[src/rtl/seg_scan_ctrl_pkg.sv]
// Shared types and constants for the eight-digit seven-segment scan controller.
package seg_scan_ctrl_pkg;

    // Scan FSM: dead time with all anodes off, then the lit portion of the slot.
    typedef enum logic [0:0] {
        GUARD = 1'b0,
        SHOW  = 1'b1
    } scan_state_t;

    localparam int NUM_DIGITS = 8;

    // Active-low segment patterns (a..g on bits 6..0).
    localparam logic [6:0] SEG_BLANK = 7'h7F;
    localparam logic [6:0] SEG_DASH  = 7'b1111110;

    // All anodes off (active-low).
    localparam logic [7:0] AN_OFF = 8'hFF;

    // One-cold anode pattern: only bit idx driven low.
    function automatic logic [7:0] anode_select(input logic [2:0] idx);
        logic [7:0] one_hot;
        one_hot = 8'b0000_0001 << idx;
        return ~one_hot;
    endfunction

endpackage

[src/rtl/seg_scan_ctrl_decode.sv]
// BCD nibble to active-low seven-segment pattern; non-decimal codes show a dash.
module seg_decode
    import seg_scan_ctrl_pkg::*;
(
    input  logic [3:0] bcd,
    output logic [6:0] seg
);

    // Pure lookup from nibble to segment pattern (a..g on bits 6..0).
    always_comb begin
        seg = SEG_DASH;
        case (bcd)
            4'd0:    seg = 7'b0000001;
            4'd1:    seg = 7'b1001111;
            4'd2:    seg = 7'b0010010;
            4'd3:    seg = 7'b0000110;
            4'd4:    seg = 7'b1001100;
            4'd5:    seg = 7'b0100100;
            4'd6:    seg = 7'b0100000;
            4'd7:    seg = 7'b0001111;
            4'd8:    seg = 7'b0000000;
            4'd9:    seg = 7'b0000100;
            default: seg = SEG_DASH;
        endcase
    end

endmodule

[src/rtl/seg_scan_ctrl.sv]
// Multiplexed eight-digit seven-segment scan controller with a double-buffered
// frame write port. Frames swap in only at the end of digit 7 so the viewer
// never sees a half-updated display; while disabled, swaps happen immediately.
module seg_scan_ctrl
    import seg_scan_ctrl_pkg::*;
#(
    parameter int REFRESH_DIV  = 100000,
    parameter int GUARD_CYCLES = 500
) (
    input  logic        clk,
    input  logic        rst_n,
    input  logic        en,
    input  logic        wr_valid,
    output logic        wr_ready,
    input  logic [31:0] wr_bcd,
    input  logic [7:0]  wr_blank,
    input  logic [7:0]  wr_dp,
    output logic [7:0]  an,
    output logic [6:0]  cathode,
    output logic        dp,
    output logic        frame_done
);

    localparam int CNT_W = (REFRESH_DIV > 1) ? $clog2(REFRESH_DIV) : 1;
    localparam logic [CNT_W-1:0] CNT_LAST       = CNT_W'(REFRESH_DIV - 1);
    localparam logic [CNT_W-1:0] CNT_GUARD_LAST = CNT_W'(GUARD_CYCLES - 1);
    localparam logic [2:0]       IDX_LAST       = 3'(NUM_DIGITS - 1);

    // Scan state
    scan_state_t      state_r;
    logic [2:0]       idx_r;
    logic [CNT_W-1:0] cnt_r;

    // Registered display outputs
    logic [7:0]       an_r;
    logic [6:0]       cathode_r;
    logic             dp_r;
    logic             frame_done_r;

    // Frame buffers: active drives the display, pending holds the next frame.
    logic [31:0]      act_bcd_r;
    logic [7:0]       act_blank_r;
    logic [7:0]       act_dp_r;
    logic [31:0]      pend_bcd_r;
    logic [7:0]       pend_blank_r;
    logic [7:0]       pend_dp_r;
    logic             wr_ready_r;   // 1 = pending buffer empty

    // Decode and control strobes
    logic [3:0]       nibble_s;
    logic [6:0]       seg_s;
    logic             guard_end_s;
    logic             slot_end_s;
    logic             boundary_s;
    logic             accept_s;
    logic             load_active_s;

    // Pick the nibble of the digit currently being scanned.
    always_comb begin
        nibble_s = act_bcd_r[{idx_r, 2'b00} +: 4];
    end

    seg_decode u_seg_decode (
        .bcd (nibble_s),
        .seg (seg_s)
    );

    // Slot timing strobes and buffer-transfer conditions.
    always_comb begin
        guard_end_s   = (state_r == GUARD) && (cnt_r == CNT_GUARD_LAST);
        slot_end_s    = (state_r == SHOW) && (cnt_r == CNT_LAST);
        boundary_s    = en && slot_end_s && (idx_r == IDX_LAST);
        accept_s      = wr_valid && wr_ready_r;
        // A full pending buffer drains at a frame boundary, or at once while dark.
        load_active_s = !wr_ready_r && (boundary_s || !en);
    end

    // Write handshake and double-buffered frame storage.
    always_ff @(posedge clk or negedge rst_n) begin
        if (!rst_n) begin
            act_bcd_r    <= 32'h0000_0000;
            act_blank_r  <= 8'hFF;
            act_dp_r     <= 8'h00;
            pend_bcd_r   <= 32'h0000_0000;
            pend_blank_r <= 8'h00;
            pend_dp_r    <= 8'h00;
            wr_ready_r   <= 1'b1;
        end else begin
            if (load_active_s) begin
                act_bcd_r   <= pend_bcd_r;
                act_blank_r <= pend_blank_r;
                act_dp_r    <= pend_dp_r;
                wr_ready_r  <= 1'b1;
            end else if (accept_s) begin
                pend_bcd_r   <= wr_bcd;
                pend_blank_r <= wr_blank;
                pend_dp_r    <= wr_dp;
                wr_ready_r   <= 1'b0;
            end else begin
                wr_ready_r <= wr_ready_r;
            end
        end
    end

    // Scan FSM with outputs updated on the same edge as each state change.
    always_ff @(posedge clk or negedge rst_n) begin
        if (!rst_n) begin
            state_r      <= GUARD;
            idx_r        <= 3'd0;
            cnt_r        <= '0;
            an_r         <= AN_OFF;
            cathode_r    <= SEG_BLANK;
            dp_r         <= 1'b1;
            frame_done_r <= 1'b0;
        end else if (!en) begin
            // Parked at the start of digit 0 so re-enable gets a full guard.
            state_r      <= GUARD;
            idx_r        <= 3'd0;
            cnt_r        <= '0;
            an_r         <= AN_OFF;
            cathode_r    <= SEG_BLANK;
            dp_r         <= 1'b1;
            frame_done_r <= 1'b0;
        end else begin
            frame_done_r <= boundary_s;
            case (state_r)
                GUARD: begin
                    cnt_r <= cnt_r + CNT_W'(1);
                    if (guard_end_s) begin
                        state_r <= SHOW;
                        if (act_blank_r[idx_r]) begin
                            // Blanked digit: keep every driver off for the whole slot.
                            an_r      <= AN_OFF;
                            cathode_r <= SEG_BLANK;
                            dp_r      <= 1'b1;
                        end else begin
                            an_r      <= anode_select(idx_r);
                            cathode_r <= seg_s;
                            dp_r      <= ~act_dp_r[idx_r];
                        end
                    end else begin
                        state_r <= GUARD;
                    end
                end
                SHOW: begin
                    if (slot_end_s) begin
                        state_r   <= GUARD;
                        cnt_r     <= '0;
                        idx_r     <= idx_r + 3'd1;
                        an_r      <= AN_OFF;
                        cathode_r <= SEG_BLANK;
                        dp_r      <= 1'b1;
                    end else begin
                        state_r <= SHOW;
                        cnt_r   <= cnt_r + CNT_W'(1);
                    end
                end
                default: begin
                    state_r   <= GUARD;
                    idx_r     <= 3'd0;
                    cnt_r     <= '0;
                    an_r      <= AN_OFF;
                    cathode_r <= SEG_BLANK;
                    dp_r      <= 1'b1;
                end
            endcase
        end
    end

    assign wr_ready   = wr_ready_r;
    assign an         = an_r;
    assign cathode    = cathode_r;
    assign dp         = dp_r;
    assign frame_done = frame_done_r;

endmodule

[config.mk]
export PLATFORM = sky130hd
export DESIGN_NAME = seg_scan_ctrl
export DESIGN_NICKNAME = d
export VERILOG_FILES = /design/src/rtl/seg_scan_ctrl_pkg.sv /design/src/rtl/seg_scan_ctrl_decode.sv /design/src/rtl/seg_scan_ctrl.sv
export SDC_FILE = /design/constraint.sdc
export NUM_CORES = 1
export LEC_CHECK = 0
export ABC_AREA = 1
export CAP_MARGIN = 20
export CORE_MARGIN = 1
export CORE_UTILIZATION = 40
export DETAILED_ROUTE_END_ITERATION = 6
export PLACE_DENSITY = 0.57
export SYNTH_ARGS = -nofsm -noshare
export SYNTH_HDL_FRONTEND = slang
export SYNTH_SLANG_ARGS = --single-unit
[constraint.sdc]
create_clock -name clk -period 2.45 [get_ports clk]
set_clock_uncertainty 0.2 [all_clocks]
set_input_delay 0.3675 -clock clk [delete_from_list [all_inputs] [get_ports clk]]
set_output_delay 0.3675 -clock clk [all_outputs]
set_load 0.01 [all_outputs]
# After elaboration in Yosys (flattened, before gate mapping)
# Memory sizes are Yosys's and may differ from the RTL's.
# Index checks and enable logic that the tools add are counted.
# W data, S select, Z words.
# totals
reg_bits	135
rom_bits	112
in_bits	52
output_inout_bits	18
word_cells	76
mem_count	1
# classes
n_addsub	2
n_lt_le_gt_ge	1
n_eq_ne	7
n_shift	2
muxes	32
bitwise	4
n_reduce_logical	13
# mem_list
name	depth	width	read_ports	rd_clocked_by_memory_dff	wr	line	text
(name not given)	16	7	1	0	0	seg_scan_ctrl_decode.sv:12	case (bcd)
# ops
operator	n
$mux W17	2
$pmux W17 S2	1
$mux W8	4
$shiftx A32 B6 Y4	1
$mux W7	4
$add A17 B1 Y17 const B	1
$eq A17 B17 Y1 const B	1
$eq A17 B9 Y1 const B	1
$pmux W8 S2	1
$pmux W7 S2	1
$mux W1	12
$mux W3	3
$not A8 Y8	1
$shl A1 B3 Y8 const A	1
$bmux W1 S3	2
$logic_and A1 B1 Y1	6
$reduce_and A2 Y1	3
$lt A3 B4 Y1 const B	1
$ne A2 B1 Y1 const B	2
$pmux W1 S2	2
$add A3 B1 Y3 const B	1
$eq A3 B3 Y1 const B	1
$ne A3 B2 Y1 const B	1
$ne A3 B3 Y1 const B	1
other kinds (4)	7

# Longest topological paths before layout
# Gate-level depths: netlist of the first run.
# depth
word_depth	8
mapped_depth	16
ltp_nobuf	14

# By module
# From an unflattened synthesis of the first run, not the netlist that was laid out.
# unflattened
cells_unflattened	722
hier_area_um2	6427.4
# by_module_without_submodules
mod	instances	cells_per_inst	area_per_inst_um2	seq_area_each_um2
seg_scan_ctrl	1	687	6241.0	3409.5
seg_decode	1	35	186.4	0.0

# Worst setup path after synthesis of the first run
# OpenSTA, ideal clock, no wires.
# synth_timing
kind	flip-flop to flip-flop
from	register idx_r[0]
to	register cathode_r[1] (netlist: cathode[1])
arrival_ps	1765
required_ps	2178
slack_ps	413
path_stages_with_launch	15
n_path_buf	2
synth_period_minus_slack_ps	2037
path_cell_list	dfrtp_1 > buf_4 > buf_2 > nor2_1 > nor2_1 > o21ai_0 > nand3_1 > nand2_1 > inv_1 > ha_1 > nand3b_1 > nand3_1 > nand3_1 > nand2_1 > inv_1
# synth_between
elab_chain_cells	6
# synth_lines
item	line	text
from (decl)	seg_scan_ctrl.sv:31	logic [2:0] idx_r;
from (signal assigned)	seg_scan_ctrl.sv:149	idx_r <= idx_r + 3'd1;
$shiftx A32 B6 Y4 or $bmux W1 S3 (tied branches)	seg_scan_ctrl.sv:60, seg_scan_ctrl.sv:131	
$mem_v2 Z16 W7 or $mux W1 (tied branches)	--	
$mux W7 *	seg_scan_ctrl.sv:131	if (act_blank_r[idx_r]) begin
$mux W7 *	seg_scan_ctrl.sv:129	if (guard_end_s) begin
$pmux W7 S2 *	seg_scan_ctrl.sv:126	case (state_r)
$mux W7 *	seg_scan_ctrl.sv:115	end else if (!en) begin
to (signal assigned)	seg_scan_ctrl.sv:138	cathode_r <= seg_s;
to (decl)	seg_scan_ctrl.sv:36	logic [6:0] cathode_r;
# Mark *: on every way between the ends. The rest lies on a longest branch, timed or not. The select of a mux whose other input is x is not followed.
# A chain may end at the register's enable or synchronous reset.

# Worst setup path in the final report of the first run
# Ends and elaborated chain as after synthesis.

==> results of run 1 <==
## registers in the layout, summed over array words and instances (netlist names)
name / count
act_bcd_r: 32
act_blank_r: 8
act_dp_r: 8
an: 8
cathode: 7
cnt_r: 17
dp: 1
frame_done: 1
idx_r: 3
pend_bcd_r: 32
pend_blank_r: 8
pend_dp_r: 8
state_r: 1
wr_ready: 1
## power breakdown
group	internal (mW)	switching, mW	total [mW]
logic	0.565	0.723	1.29
registers	2.76	0.234	2.99
clock network	1.92	1.00	2.93
## critical path: stages (launching register included)
cell	delay, ps
dfrtp_1	440
buf_4	220
nor2_1	110
nor2_1	40
o21ai_0	80
nand3_1	90
nand2_1	200
inv_1	120
ha_1	200
nand3b_1	150
nand3_1	90
nand3_1	70
nand2_1	60
inv_1	30
## synth_stat cells, drive strengths merged
| cell type | instances |
|---|---|
| a21oi | 54 |
| a31oi | 3 |
| buf | 19 |
| clkbuf | 9 |
| clkinv | 3 |
| dfrtp | 110 |
| dfstp | 25 |
| ha | 15 |
| inv | 86 |
| mux2 | 21 |
| nand2 | 119 |
| nand3 | 54 |
| nand3b | 3 |
| nand4 | 4 |
| nor2 | 100 |
| nor3 | 6 |
| nor3b | 1 |
| o211a | 1 |
| o21a | 2 |
| o21ai | 46 |
| o22ai | 4 |
| or2 | 3 |
| xnor2 | 2 |
| xor2 | 3 |
## cell type report
type,count,area share [%]
inverters,89,4.22
flip-flops and latches,135,43.1
well taps,211,3.34
multi-input cells,441,29.6
clock buffers,18,5.43
repair buffers,87,11.2
clock inverters,14,3.10
## path summary, 6_finish.rpt
check                               startpoint              to  depth (start not counted)
min in group clk                act_blank_r[7]  act_blank_r[7]                          2
worst min-delay path                     rst_n        idx_r[0]                          2
max in group asynchronous                rst_n  act_blank_r[3]                          3
worst min register to register  act_blank_r[7]  act_blank_r[7]                          2
worst max-delay path                  idx_r[0]      cathode[1]                         13
worst max register to register        idx_r[0]      cathode[1]                         13
## layer usage
layer | GRT usage, % | share of wire, %
met5 | 0 | 0
met4 | 5.88 | 1.2
met3 | 4.82 | 3.5
met2 | 28.2 | 46
met1 | 24.5 | 49
## per-stage QoR
stage / setup slack [ps] / cells / power [mW] / util, %
floorplan: 413 / 693 / 3.84 / -
global placement: 295 / 962 / 4.29 / 47.3
detailed placement: 207 / 962 / 4.33 / 47.3
CTS: 276 / 995 / 7.30 / 51.8
global route: 92.5 / 995 / 7.59 / 51.8
finish: 281 / 995 / 7.21 / 51.8
## cell families (layout without fill, tap and decap cells)
kind of cell | after synthesis | count (layout) | share of synthesized area (%)
DFF | 135 | 135 | 54.5
AOI/OAI and AO/OA | 110 | 110 | 10.3
xor gates and xnor gates | 5 | 5 | 0.700
buffers and inverters | 117 | 208 | 8.23
and+or+nand+nor | 290 | 290 | 19.5
muxes | 21 | 21 | 3.78
adders and majority gates | 15 | 15 | 3.00
## repair_timing
item,CTS,global route
endpoints found under the setup margin,0,0
hold endpoints to repair,32,0
hold buffers,1,0
setup buffers,0,0
==> flow_metrics.tcl, run 1 <==
set metrics [dict create \
    maxSlewHeadroom_pct 66.7 \
    yosys-top-cells-area "dfrtp_1 44%, dfstp_2 10%, nand2_1 7.1%" \
    final_common_cell "nand2_1" \
    htreeDepth 4 \
    critPathLaunchType "flip-flop" \
    cp.arrival_ps 2330 \
    multi_input_area_um2 2340 \
    synth_area_um2 6260 \
    synth.avg_cell_area_um2 9.03 \
    r2r_slack_ps 280 \
    yosys.area.top_type "dfrtp_1" \
    cts_tree "built" \
    grt_pass1_vias 4655 \
    layout.nets 838 \
    row_count 45 \
    synth_top_area_share_pct 44.0 \
    min_path_type "in2async" \
    period_minus_slack_ps 2170 \
    fin_area_um2 7910 \
    critPathKind "reg2reg" \
    finalSetupViolations 0 \
    path_clk_slew_ps 60 \
    p_per_area_nw_per_um2 911 \
    postCtsResizedCells 0 \
    ioPinCount 70 \
    drt-total-wl_mm 13.5 \
    die_y_um 127 \
    hpwl_mm 9.59 \
    syn_inst 693 \
    tightest_slew_ps 500 \
    cts_root_buf "clkbuf_16" \
    floorplan.initialDensity_pct 41.0 \
    area_growth_pct 26.3 \
    vias_per_cell 4.72 \
    io_buffers 69 \
    hold_viol 0 \
    fin_crit_sh_pct 88.5 \
    crit_fanout 16 \
    end_kind "flip-flop" \
    n_antenna_cell 0 \
    ys_warn_count 0 \
    max_cap_violations 0 \
    gp_congestion 0.840 \
    seqCellArea_um2 3410 \
    grtUsageTotal_pct 18.1 \
    dr.first_iter.drc_count 273 \
    insertion_delay_ps 430 \
    placed_area_um2 7220 \
    core_area_um2 15300 \
    mostFrequentLayoutCells "117 x nand2_1, 110 x dfrtp_1, 98 x nor2_1" \
    syn_nets 760 \
    outcome "finished clean" \
    rsz0062_at_grt "false" \
    peakVddDrop_mv 0.630 \
    grt_overflow 0 \
    worstPathRequired_ps 2610 \
    num_vias 4701 \
    fillers 1423 \
    ys_types 36 \
    dieArea_um2 16200 \
    antenna_found_initial 0 \
    dr.pass1.iters 4 \
    drtAntennaViolNets 0 \
    layout-drive-gt1-share_pct 15.8 \
    fin_setup_tns_ps 0 \
    grt_max_degree 54 \
    p_leak_nw 3.71 \
    dieWidth_um 127 \
    yosysSeqAreaShare_pct 54.5 \
    synth-seq-cells 135 \
    max_freq_ghz 0.461 \
    wl_per_cell_um 13.6 \
    numCtsBuffers 17 \
    drc 0 \
    clockBufferDepth 2 \
    hold_ws_ps 260 \
    grt_pass1_wl_mm 22.6 \
    cts.sinks 135 \
    drv_slew 0 \
]
(Power assumes the default switching activity.)
==> inputs of run 2 (changes only) <==
--- a/config.mk
+++ b/config.mk
@@ -10,7 +10,10 @@
 export CORE_MARGIN = 1
 export CORE_UTILIZATION = 40
 export DETAILED_ROUTE_END_ITERATION = 6
-export PLACE_DENSITY = 0.57
+export DONT_BUFFER_PORTS = 1
+export PLACE_DENSITY = 0.51
+export RECOVER_POWER = 25
+export SKIP_LAST_GASP = 1
 export SYNTH_ARGS = -nofsm -noshare
 export SYNTH_HDL_FRONTEND = slang
 export SYNTH_SLANG_ARGS = --single-unit
==> run 2 against run 1 <==
Against the previous run:
- the flow now finishes with violations (negative hold slack)
- final area fell by 4.5%
- setup slack worse by 14 ps
- global-route usage down 0.31 points
- routed wire length down 3.4%
- first-iteration DRC count decreased by 18%
- die area unchanged
- combinational power fell by 13%
- cell count fell by 2.8%
- sequential cell count stayed put
- core utilization shrank 2.3 points
- via count decreased by 2.3%
- count of clock-buffer cells in the layout fell by 1
- critical path type unchanged
- critical endpoint is now cathode[6]
- largest cell class unchanged
- largest power group unchanged
- highest routed layer unchanged
==> flow_metrics.tcl, run 2 (synthesis gave the netlist of run 1 again) <==
set metrics [dict create \
    hold_ws_ps -565 \
    peakVddDrop_mv 0.484 \
    mostFrequentLayoutCells "117 x nand2_1, 109 x dfrtp_1, 98 x nor2_1" \
    numCtsBuffers 17 \
    vias_per_cell 4.75 \
    placed_area_um2 6430 \
    cp.arrival_ps 2340 \
    drc 0 \
    fin_setup_tns_ps 0 \
    drt-total-wl_mm 13.1 \
    hold_viol 135 \
    violations "negative hold slack" \
    cts.hold.buffers_added 50 \
    p_leak_nw 3.54 \
    critPathLaunchType "flip-flop" \
    r2r_slack_ps 270 \
    tightest_slew_ps 408 \
    dieWidth_um 127 \
    comb_power_share_pct 16.7 \
    area_growth_pct 20.6 \
    io_buffers 0 \
    floorplan.initialDensity_pct 41.0 \
    max_freq_ghz 0.458 \
    maxSlewHeadroom_pct 72.8 \
    cts_root_buf "clkbuf_16" \
    postCtsSetupRepairBufs 0 \
    htreeDepth 4 \
    wl_per_cell_um 13.5 \
    switching_power_mw 1.88 \
    end_kind "flip-flop" \
    grt_use_met1_pct 23.2 \
    worstPathRequired_ps 2610 \
    fin_crit_sh_pct 89.1 \
    crit_fanout 17 \
    final_common_cell "nand2_1" \
    cts.sinks 135 \
    p_int_mw 4.83 \
    period_minus_slack_ps 2180 \
    layout-drive-gt1-share_pct 15.6 \
    dieArea_um2 16200 \
    grt_pass1_vias 4591 \
    grt_overflow 0 \
    ioPinCount 70 \
    die_y_um 127 \
    critPathKind "reg2reg" \
    reg_top3 "act_bcd_r: 32 flops, pend_bcd_r: 32 flops, cnt_r: 17 flops" \
    p_clk_share_pct 38.6 \
    p_per_area_nw_per_um2 889 \
    finalSetupViolations 0 \
    path_clk_slew_ps 60 \
    antenna_found_initial 0 \
    insertion_delay_ps 420 \
    clockBufferDepth 2 \
    drv_slew 0 \
    hpwl_mm 8.94 \
    grt_max_degree 136 \
    rsz0062_at_grt "false" \
    num_vias 4594 \
    pwr-share-seq_pct 44.7 \
    finish.utilization_pct 49.5 \
    grt_pass1_wl_mm 22.4 \
    dr.first_iter.drc_count 224 \
    fin_area_um2 7550 \
    grt_use_met3_pct 4.73 \
    layout.nets 810 \
    dr.pass1.iters 4 \
    power_mw 6.71 \
    core_area_um2 15300 \
    drtAntennaViolNets 0 \
    gp_congestion 0.841 \
    grtUsageTotal_pct 17.7 \
    max_cap_violations 0 \
    n_antenna_cell 0 \
    sw_frac_of_total_pct 28.0 \
    min_path_type "in2async" \
    cts_tree "built" \
    row_count 45 \
    met2_usage_pct 28.5 \
    busiest_layer "met2" \
    outcome "finished, violations left" \
]
run 2: metal layers:
layer / wire [um] / share of wire, %
met1: 6180 / 47
met3: 532 / 4.1
met2: 6190 / 47
met5: 0 / 0
met4: 161 / 1.2
run 2: area by class of cell:
class	count	area [um^2]
tap	211	264
timing repair buffer	58	586
inverter	89	340
fill	1446	7710
timing repair inverter	1	5.00
sequential	135	3410
clock buffer	17	425
clock inverter	15	181
multi-input combinational	441	2340
run 2: worst max-delay path: stages (launching register included):
cell and delay (ps):
dfrtp_1 430, buf_4 220, nor2_1 120, nor2_1 50
o21ai_0 80, nand3_1 90, nand2_1 200, inv_1 120
ha_1 200, inv_1 50, nand2_1 60, nand3_1 90
nand3_1 100, nand2_1 70, inv_1 30
run 2: path summary, 6_finish.rpt:
| check | start | endpoint | cells after the start |
|---|---|---|---|
| max in group asynchronous | rst_n | act_blank_r[3] | 0 |
| min | rst_n | cnt_r[13] | 0 |
| max | idx_r[0] | cathode[6] | 14 |
| min reg2reg | act_blank_r[0] | act_blank_r[0] | 2 |
| min in group clk | wr_valid | pend_dp_r[3] | 4 |
| max reg2reg | idx_r[0] | cathode[6] | 14 |
run 2: repair_timing:
item                       CTS  global route
setup endpoints to repair    0             4
hold endpoints to repair   198           135
resized for setup            0             4
run 2: power by group through the flow:
| stage | combinational [mW] | clock (mW) | sequential [mW] |
|---|---|---|---|
| global placement | 1.04 | 0 | 3.04 |
| detailed placement | 1.06 | 0 | 3.05 |
| finish | 1.12 | 2.59 | 3.00 |
| global route | 1.29 | 2.74 | 3.06 |
| CTS | 1.14 | 2.65 | 3.01 |
| floorplan | 0.876 | 0 | 2.96 |
run 2: through the flow:
stage	setup WS [ps]	hold slack, ps	cells
after floorplan	413	-128	693
after global placement	250	-123	884
after detailed placement	223	-123	884
after CTS	212	-573	966
after global routing	2.19	-581	967
final	266	-565	967
